$ cat config.mk
export PLATFORM = sky130hd
export DESIGN_NAME = avmm_burst_bridge
export DESIGN_NICKNAME = d
export VERILOG_FILES = /design/src/rtl/avmm_bridge_pkg.sv /design/src/rtl/avmm_pending_counter.sv /design/src/rtl/avmm_burst_bridge.sv
export SDC_FILE = /design/constraint.sdc
export NUM_CORES = 1
export LEC_CHECK = 0
export BUFFER_PORTS_ARGS = -buffer_cell sky130_fd_sc_hd__buf_2
export CAP_MARGIN = 0
export CORE_MARGIN = 2
export CORE_UTILIZATION = 35
export DETAILED_ROUTE_END_ITERATION = 8
export PLACE_DENSITY = 0.73
export SLEW_MARGIN = 20
export SYNTH_ARGS = -nofsm -noshare
export SYNTH_HDL_FRONTEND = slang
export SYNTH_HIERARCHICAL = 1
export SYNTH_SLANG_ARGS = --single-unit
$ cat constraint.sdc
create_clock -name clk_clk -period 6.1 [get_ports clk_clk]
set_input_delay 1.525 -clock clk_clk [delete_from_list [all_inputs] [get_ports clk_clk]]
set_output_delay 1.525 -clock clk_clk [all_outputs]
set_load 0.05 [all_outputs]
$ cat src/rtl/avmm_bridge_pkg.sv
// Shared types and helpers for the Avalon-MM burst bridge.
package avmm_bridge_pkg;

  typedef enum logic [2:0] {
    ST_IDLE     = 3'd0,
    ST_WR_BEAT  = 3'd1,
    ST_WR_WAIT  = 3'd2,
    ST_RD_ISSUE = 3'd3,
    ST_RD_DRAIN = 3'd4
  } state_e;

  // Byte address increment between consecutive beats.
  function automatic int unsigned beat_bytes(input int unsigned data_w);
    return data_w / 8;
  endfunction

  // Largest legal burst length for a given burstcount width.
  function automatic int unsigned burst_max(input int unsigned burst_w);
    return 32'd1 << (burst_w - 1);
  endfunction

  // Counter width able to hold 0..max_val inclusive.
  function automatic int unsigned cnt_width(input int unsigned max_val);
    return $clog2(max_val + 32'd1);
  endfunction

endpackage

$ cat src/rtl/avmm_pending_counter.sv
// Saturating up/down count of master-side reads in flight, with a
// look-ahead limit flag so the issue logic can register m0_read.
module avmm_pending_counter
  import avmm_bridge_pkg::*;
#(
  parameter int unsigned MAX_PENDING = 4,
  localparam int unsigned CNT_W = cnt_width(MAX_PENDING)
) (
  input  logic             clk_i,
  input  logic             rst_i,
  input  logic             inc_i,
  input  logic             dec_i,
  output logic [CNT_W-1:0] count_o,
  output logic             limit_next_c_o
);

  localparam logic [CNT_W-1:0] MAX_C = CNT_W'(MAX_PENDING);

  logic [CNT_W-1:0] count_q;
  logic [CNT_W-1:0] count_d;

  // Next count: simultaneous inc/dec cancel; clamp at 0 and at the limit.
  always_comb begin
    count_d = count_q;
    if (inc_i && !dec_i) begin
      if (count_q != MAX_C) count_d = count_q + CNT_W'(1);
    end else if (dec_i && !inc_i) begin
      if (count_q != '0) count_d = count_q - CNT_W'(1);
    end
  end

  // Count register.
  always_ff @(posedge clk_i or posedge rst_i) begin
    if (rst_i) count_q <= '0;
    else       count_q <= count_d;
  end

  assign count_o        = count_q;
  assign limit_next_c_o = (count_d == MAX_C);

endmodule

$ cat src/rtl/avmm_burst_bridge.sv
// Avalon-MM bridge: accepts bursting slave reads/writes and replays them as
// single-beat master transfers with incrementing, wrapping addresses.
module avmm_burst_bridge
  import avmm_bridge_pkg::*;
#(
  parameter int unsigned ADDR_W      = 10,
  parameter int unsigned DATA_W      = 32,
  parameter int unsigned BURST_W     = 4,
  parameter int unsigned MAX_PENDING = 4
) (
  input  logic                clk_clk,
  input  logic                reset_reset,
  input  logic [ADDR_W-1:0]   s0_address,
  input  logic [BURST_W-1:0]  s0_burstcount,
  input  logic                s0_read,
  input  logic                s0_write,
  input  logic [DATA_W-1:0]   s0_writedata,
  input  logic [DATA_W/8-1:0] s0_byteenable,
  input  logic                s0_debugaccess,
  output logic                s0_waitrequest,
  output logic [DATA_W-1:0]   s0_readdata,
  output logic                s0_readdatavalid,
  output logic [ADDR_W-1:0]   m0_address,
  output logic                m0_read,
  output logic                m0_write,
  output logic [DATA_W-1:0]   m0_writedata,
  output logic [DATA_W/8-1:0] m0_byteenable,
  output logic                m0_debugaccess,
  input  logic                m0_waitrequest,
  input  logic [DATA_W-1:0]   m0_readdata,
  input  logic                m0_readdatavalid
);

  localparam int unsigned BE_W  = DATA_W / 8;
  localparam int unsigned INCR  = beat_bytes(DATA_W);
  localparam int unsigned REM_W = cnt_width(burst_max(BURST_W));
  localparam int unsigned CNT_W = cnt_width(MAX_PENDING);

  state_e             state_q, state_d;
  logic [REM_W-1:0]   rem_q, rem_d;
  logic [ADDR_W-1:0]  addr_q, addr_d;
  logic [DATA_W-1:0]  wdata_q, wdata_d;
  logic [BE_W-1:0]    be_q, be_d;
  logic               dbg_q, dbg_d;
  logic               m0_write_q, m0_write_d;
  logic               m0_read_q, m0_read_d;
  logic [DATA_W-1:0]  rdata_q;
  logic               rdv_q;

  logic [REM_W-1:0]   first_cnt;
  logic               rd_accept;
  logic [CNT_W-1:0]   pend_cnt;
  logic               limit_next;

  // A zero burstcount is handled as a single beat.
  assign first_cnt = (s0_burstcount == '0) ? REM_W'(1) : REM_W'(s0_burstcount);
  assign rd_accept = m0_read_q && !m0_waitrequest;

  avmm_pending_counter #(
    .MAX_PENDING (MAX_PENDING)
  ) u_pend (
    .clk_i          (clk_clk),
    .rst_i          (reset_reset),
    .inc_i          (rd_accept),
    .dec_i          (m0_readdatavalid),
    .count_o        (pend_cnt),
    .limit_next_c_o (limit_next)
  );

  // Next-state and next-output decode for the burst sequencer.
  always_comb begin
    state_d    = state_q;
    rem_d      = rem_q;
    addr_d     = addr_q;
    wdata_d    = wdata_q;
    be_d       = be_q;
    dbg_d      = dbg_q;
    m0_write_d = 1'b0;
    m0_read_d  = 1'b0;
    unique case (state_q)
      ST_IDLE: begin
        if (s0_write) begin
          addr_d     = s0_address;
          rem_d      = first_cnt;
          dbg_d      = s0_debugaccess;
          wdata_d    = s0_writedata;
          be_d       = s0_byteenable;
          m0_write_d = 1'b1;
          state_d    = ST_WR_BEAT;
        end else if (s0_read) begin
          addr_d    = s0_address;
          rem_d     = first_cnt;
          dbg_d     = s0_debugaccess;
          m0_read_d = !limit_next;
          state_d   = ST_RD_ISSUE;
        end
      end
      ST_WR_BEAT: begin
        m0_write_d = 1'b1;
        if (!m0_waitrequest) begin
          m0_write_d = 1'b0;
          rem_d      = rem_q - REM_W'(1);
          addr_d     = addr_q + ADDR_W'(INCR);
          state_d    = (rem_q == REM_W'(1)) ? ST_IDLE : ST_WR_WAIT;
        end
      end
      ST_WR_WAIT: begin
        if (s0_write) begin
          wdata_d    = s0_writedata;
          be_d       = s0_byteenable;
          m0_write_d = 1'b1;
          state_d    = ST_WR_BEAT;
        end
      end
      ST_RD_ISSUE: begin
        if (rd_accept) begin
          rem_d  = rem_q - REM_W'(1);
          addr_d = addr_q + ADDR_W'(INCR);
          if (rem_q == REM_W'(1)) state_d = ST_RD_DRAIN;
        end
        // Look ahead at next cycle's count so the registered strobe honours the limit.
        m0_read_d = (state_d == ST_RD_ISSUE) && !limit_next;
      end
      ST_RD_DRAIN: begin
        if (pend_cnt == '0) state_d = ST_IDLE;
      end
      default: state_d = ST_IDLE;
    endcase
  end

  // Sequencer state and registered master-side command.
  always_ff @(posedge clk_clk or posedge reset_reset) begin
    if (reset_reset) begin
      state_q    <= ST_IDLE;
      rem_q      <= '0;
      addr_q     <= '0;
      wdata_q    <= '0;
      be_q       <= '0;
      dbg_q      <= 1'b0;
      m0_write_q <= 1'b0;
      m0_read_q  <= 1'b0;
    end else begin
      state_q    <= state_d;
      rem_q      <= rem_d;
      addr_q     <= addr_d;
      wdata_q    <= wdata_d;
      be_q       <= be_d;
      dbg_q      <= dbg_d;
      m0_write_q <= m0_write_d;
      m0_read_q  <= m0_read_d;
    end
  end

  // Read return path: one register stage, forwarded in every state.
  always_ff @(posedge clk_clk or posedge reset_reset) begin
    if (reset_reset) begin
      rdata_q <= '0;
      rdv_q   <= 1'b0;
    end else begin
      rdata_q <= m0_readdata;
      rdv_q   <= m0_readdatavalid;
    end
  end

  assign s0_waitrequest   = reset_reset || !((state_q == ST_IDLE) || (state_q == ST_WR_WAIT));
  assign s0_readdata      = rdata_q;
  assign s0_readdatavalid = rdv_q;
  assign m0_address       = addr_q;
  assign m0_read          = m0_read_q;
  assign m0_write         = m0_write_q;
  assign m0_writedata     = wdata_q;
  assign m0_byteenable    = be_q;
  assign m0_debugaccess   = dbg_q;

endmodule

==> flow_summary.toml, run 1 <==
[global_route]
grt_pass1_vias = 2801
antenna_found_initial = 0
grt_pass1_wl_mm = 13.2
grt.overflow.total = 0
track_usage_pct = 15.1
grt_start_max_net_pins = 50

[setup_path]
crit_path_frequent_cell = "buf_2"
crit_required_ns = 4.58
critPathLaunchType = "primary input"
slowest_delay_ns = 0.29
crit_fanout = 3
cp_slowest_cell = "or3_1"
cp.arrival_ns = 2.15
critPathTopFamily = "buffers and inverters"
r2r_slack_ns = 3.55
crit_path_end_kind = "output port"
path_buf_inv = 2
critical_path_class = "primary input to output port"
path_cells = "buf_2 > or3_1 > buf_2"

[detailed_routing]
drt-total-wl_mm = 8.47
wl_per_cell_um = 14.4
viasPerCell = 4.78
first_pass_iters = 4
drc = 0
vias = 2816
antenna_left = 0
dr.first_iter.drc_count = 100

[finish]
multi_input_comb_area_um2 = 1250
utilization_pct = 46.9
n_fill_cell = 950
layout-drive-gt1-share_pct = 53.6
finalNetCount = 543
area_growth_pct = 31.5
final_cells = 589
n_antenna_cell = 0
ff_latch_area_um2 = 2300

[yosys]
synth_seq_cells = 92
synth_warnings = 6
yosysSeqAreaShare_pct = 63.1
synth.distinct_cells = 52
ys.flop_type = "dfrtp_1"
async_reset_ff_share_pct = 100
synth_nets = 370
synth_edf_count = 0
avgSynthCellArea_um2 = 13.3
synthCells = 275
syn-cell-area_um2 = 3650

[die]
dieHeight_um = 106
die_area_um2 = 11300
rows = 37
core_area_um2 = 10200
initial_utilization_pct = 35.7
die-width_um = 106
io_pins = 172

[cts]
clockBufferDepth = 2
cts_max_level = 3
cts_hold_buf = 0
cts.clk_slew.worst_paths_ns = 0.09
cts_tree = "done"
post_cts_resized = 0
post_cts_buffers = 0
clock_sinks = 92
root_buffer = "clkbuf_8"
clkLatencyLatePin_ns = 0.35
cts_buffers = 9

[sta]
fin_crit_sh_pct = 60.2
period_needed_ns = 3.67
fin_setup_tns_ns = 0
relSlewSlack_pct = 25.8
setup_viol = 0
final_max_slew_viol_count = 0
fin_skew_ns = 0.00736
rsz0062_at_grt = "no"
hold_viol = 0
worstMarginPinSlew_ns = 1.11
max_clock_freq_mhz = 272

[pwr]
peakVddDrop_uv = 385
p_leak_nw = 2.34
powerDensity_nw_per_um2 = 572

[run]
cap_violations = 0

[run_status]
status = "finished, final reports clean"

[placement]
place_inst = 573
io_buffers = 171
hpwl_mm = 6.28
gp_congestion = 0.765

[hold_path]
hold_class = "register to register"
-- area by class of cell --
cell class	count	area share (%)
Timing Repair Buffer	173	18.1
Tap cell	136	3.54
Clock inverter	6	1.04
Inverter	8	0.651
Clock buffer	10	2.66
Sequential cell	92	47.9
Multi-Input combinational cell	164	26.0
-- path summary, 6_finish.rpt --
path | cells after the start | to | startpoint
worst min-delay path | 2 | m0_debugaccess | m0_debugaccess
worst max register to register | 4 | m0_address[9] | state_q[0]
max in group asynchronous | 3 | m0_writedata[23] | reset_reset
worst min register to register | 2 | m0_debugaccess | m0_debugaccess
min in group asynchronous | 2 | u_pend/count_o[0] | reset_reset
worst max-delay path | 3 | s0_waitrequest | reset_reset
-- metal layers --
layer | GRT usage [%] | share of wire (%) | vias to the layer above
li1 | - | - | 1307
met4 | 6.11 | 1.5 | 0
met3 | 5.89 | 8.6 | 9
met5 | 0 | 0 | -
met1 | 18.1 | 40 | 1378
met2 | 24.3 | 50 | 122
-- through the flow --
stage / power (W) / cell area (um^2) / hold WS (ns) / setup slack (ns)
after CTS: 0.00278 / 4800 / 0.486 / 2.43
after global placement: 0.00236 / 4620 / 0.460 / 2.42
after global routing: 0.00291 / 4800 / 0.504 / 2.41
after floorplan: 0.00208 / 3650 / 0.526 / 2.27
final: 0.00275 / 4800 / 0.478 / 2.43
after detailed placement: 0.00240 / 4620 / 0.463 / 2.43
-- power breakdown --
| group | switching [W] | leakage (nW) | internal, W |
|---|---|---|---|
| logic | 0.000985 | 1.17 | 0.000420 |
| registers | 0.000159 | 1.08 | 0.000815 |
| clock network | 0.000218 | 0.0831 | 0.000152 |
| total | 0.00136 | 2.34 | 0.00139 |
-- tightest hold or removal path, stage by stage, from the launching register on --
cell,delay (ns)
dfrtp_1,0.35
nand2_1,0.05
nand2_1,0.05
-- cell families (layout without fill, tap and decap cells) --
logic type,Yosys count,after routing,synth area share [%]
adders and majority gates,6,6,2.06
and+or+nand+nor,79,79,11.6
muxes,38,38,11.7
AOI/OAI and AO/OA,40,40,8.50
DFF,92,92,63.1
buffers and inverters,19,197,2.84
xor gates and xnor gates,1,1,0.240
-- registers in the layout (all words and copies together), names as in the netlist --
register and cells:
m0_debugaccess 1, s0_readdatavalid 1, m0_byteenable 4, state_q 3, s0_readdata 32, m0_writedata 32, m0_address 10, rem_q 4
m0_read 1, u_pend/count_o 3, m0_write 1
-- cells in the mapped netlist (2+ instances only) --
master / n / area, um^2
a211oi_2: 2 / 25.0
a21oi_1: 12 / 60.1
a21oi_2: 3 / 26.3
a2bb2oi_2: 2 / 30.0
and4_1: 2 / 17.5
buf_2: 5 / 25.0
buf_6: 3 / 33.8
clkbuf_1: 2 / 7.51
dfrtp_1: 92 / 2300
ha_1: 6 / 75.1
inv_1: 8 / 30.0
mux2_2: 36 / 405
nand2_1: 25 / 93.8
nand2b_1: 6 / 37.5
nand3_1: 5 / 25.0
nor2_1: 11 / 41.3
nor2b_1: 4 / 25.0
nor3_1: 9 / 45.0
nor3b_1: 2 / 15.0
nor4_1: 2 / 12.5
o21ai_0: 4 / 20.0
o22ai_1: 3 / 18.8
or2_1: 2 / 12.5
-- cells in the final DEF, fill, tap and decap left out, types with 2 or more instances in the layout --
master,Yosys,layout
nand2_1,25,25
nand3_1,5,5
buf_4,1,2
clkinvlp_4,0,2
and4_1,2,2
inv_1,8,7
clkbuf_8,0,9
mux2_2,36,36
a21oi_2,3,3
nor2_1,11,11
ha_1,6,6
a21oi_1,12,12
nor4_1,2,2
a2bb2oi_2,2,2
o22ai_1,3,3
buf_2,5,171
dfrtp_1,92,92
a211oi_2,2,2
nor3_1,9,9
clkinv_4,0,3
or2_1,2,2
nor2b_1,4,4
nand2b_1,6,6
nor3b_2,1,2
o21ai_0,4,4
(Power assumes the default switching activity.)
==> run 2: changes to the inputs <==
clock period = 3.4 ns   (was 6.1 ns; I/O delays follow)
==> run 2 against run 1 <==
Net effect:
- critical path depth shrank 1
- first-iteration DRC count decreased by 9.0%
- non-clock buffer count up 1
- hold slack got worse by 0.10 ns
- routed wire length increased by 0.73%
- clock skew up 0.0030 ns
- clock power up 93%
- via count increased by 0.39%
- die area stayed put
- critical path type is now register to output port
- largest power group unchanged
==> flow_summary.toml, run 2 (synthesis gave the netlist of run 1 again) <==
[setup_path]
critical_path_class = "register to output port"
cp.arrival_ns = 1.75
crit_path_end_kind = "output port"
crit_required_ns = 2.55
rr_endpoint = "rem_q[3]"
r2r_cells = 4
crit_fanout = 28
critPathLaunchType = "register"
cp_slowest_cell = "dfrtp_1"
r2r-start = "state_q[0]"
r2r_slack_ns = 1.19
path_cells = "or3_1 > buf_2"
slowest_delay_ns = 0.70

[finish]
final_common_cell = "buf_2"
area_growth_pct = 32.4
layout-drive-gt1-share_pct = 54.0
n_fill_cell = 966
utilization_pct = 47.3
finalNetCount = 544
final_cells = 590
n_antenna_cell = 0
layout_common_cells = "buf_2 (171), dfrtp_1 (92), mux2_2 (36), nand2_1 (25), a21oi_1 (12)"
ff_latch_area_um2 = 2300
multi_input_comb_area_um2 = 1250

[pwr]
peakVddDrop_uv = 608
p_leak_nw = 2.35
powerDensity_nw_per_um2 = 1030
fin_total_pwr_w = 0.00499

[detailed_routing]
drt-total-wl_mm = 8.53
viasPerCell = 4.79
antenna_left = 0
drc = 0
first_pass_iters = 4
wl_per_cell_um = 14.5
vias = 2827
dr.first_iter.drc_count = 91

[cts]
post_cts_resized = 0
cts_hold_buf = 0
cts.clk_slew.worst_paths_ns = 0.10
clockBufferDepth = 2
cts_buffers = 9
clock_sinks = 92
post_cts_buffers = 0
clkLatencyLatePin_ns = 0.35
cts_tree = "done"
root_buffer = "clkbuf_8"
cts_max_level = 3

[placement]
gp_congestion = 0.786
hpwl_mm = 6.30
io_buffers = 171
place_inst = 574
dp_slack_ns = 0.976

[global_route]
grt_pass1_wl_mm = 13.6
grtUsageMet3_pct = 6.32
antenna_found_initial = 0
gr-usage-met1_pct = 18.2
track_usage_pct = 15.3
use_met2_pct = 25.1
grt_start_max_net_pins = 50
grt-busiest-layer = "met2"
grt_pass1_vias = 2875
grt.overflow.total = 0

[die]
io_pins = 172
initial_utilization_pct = 35.7
dieHeight_um = 106
rows = 37
core_area_um2 = 10200
die-width_um = 106
die_area_um2 = 11300

[sta]
worstMarginPinSlew_ns = 0.828
final_max_slew_viol_count = 0
rsz0062_at_grt = "no"
fin_skew_ns = 0.0103
period_needed_ns = 2.60
max_clock_freq_mhz = 384
hold_viol = 0
fin_setup_tns_ns = 0
setup_slack_ns = 0.799
fin_crit_sh_pct = 76.5
relSlewSlack_pct = 44.8
setup_viol = 0

[run]
cap_violations = 0

[run_status]
status = "finished, final reports clean"

[hold_path]
hold_class = "primary input to asynchronous set/reset pin"
-- run 2: critical path, delay by kind of cell (launching register included) --
family / cells / cell delay, ns
simple gates: 1 / 0.48
flops: 1 / 0.70
buf+inv: 1 / 0.22
-- run 2: worst max path at each step --
stage,from,end
6_report,state_q[0],s0_waitrequest
5_1_grt,state_q[0],s0_waitrequest
4_1_cts,state_q[0],s0_waitrequest
3_5_place_dp,m0_waitrequest,m0_read
3_3_place_gp,reset_reset,s0_waitrequest
2_1_floorplan,reset_reset,m0_address[0]
-- run 2: layout make-up --
cell class                      count  area share (%)
Clock buffer                        9            2.56
Clock inverter                      7            1.37
Inverter                            8           0.647
Multi-Input combinational cell    164            25.9
Sequential cell                    92            47.6
Tap cell                          136            3.52
Timing Repair Buffer              174            18.4
-- run 2: through the flow --
stage                     hold slack (ns)  area [um^2]
after floorplan                     0.526         3650
after global placement              0.461         4640
after detailed placement            0.463         4640
after CTS                           0.351         4830
after global routing                0.366         4830
final                               0.378         4830
-- run 2: metal layers --
metal,wire length [um],share of wire [%],vias up
met5,0,0,-
met4,108,1.3,0
met3,781,9.2,8
met2,4270,50,109
met1,3370,39,1396
li1,-,-,1314
-- run 2: report_power, final --
group	internal (W)	total (W)	switching, W
Clock	0.000287	0.000713	0.000426
Sequential	0.00146	0.00175	0.000285
Combinational	0.000761	0.00253	0.00177
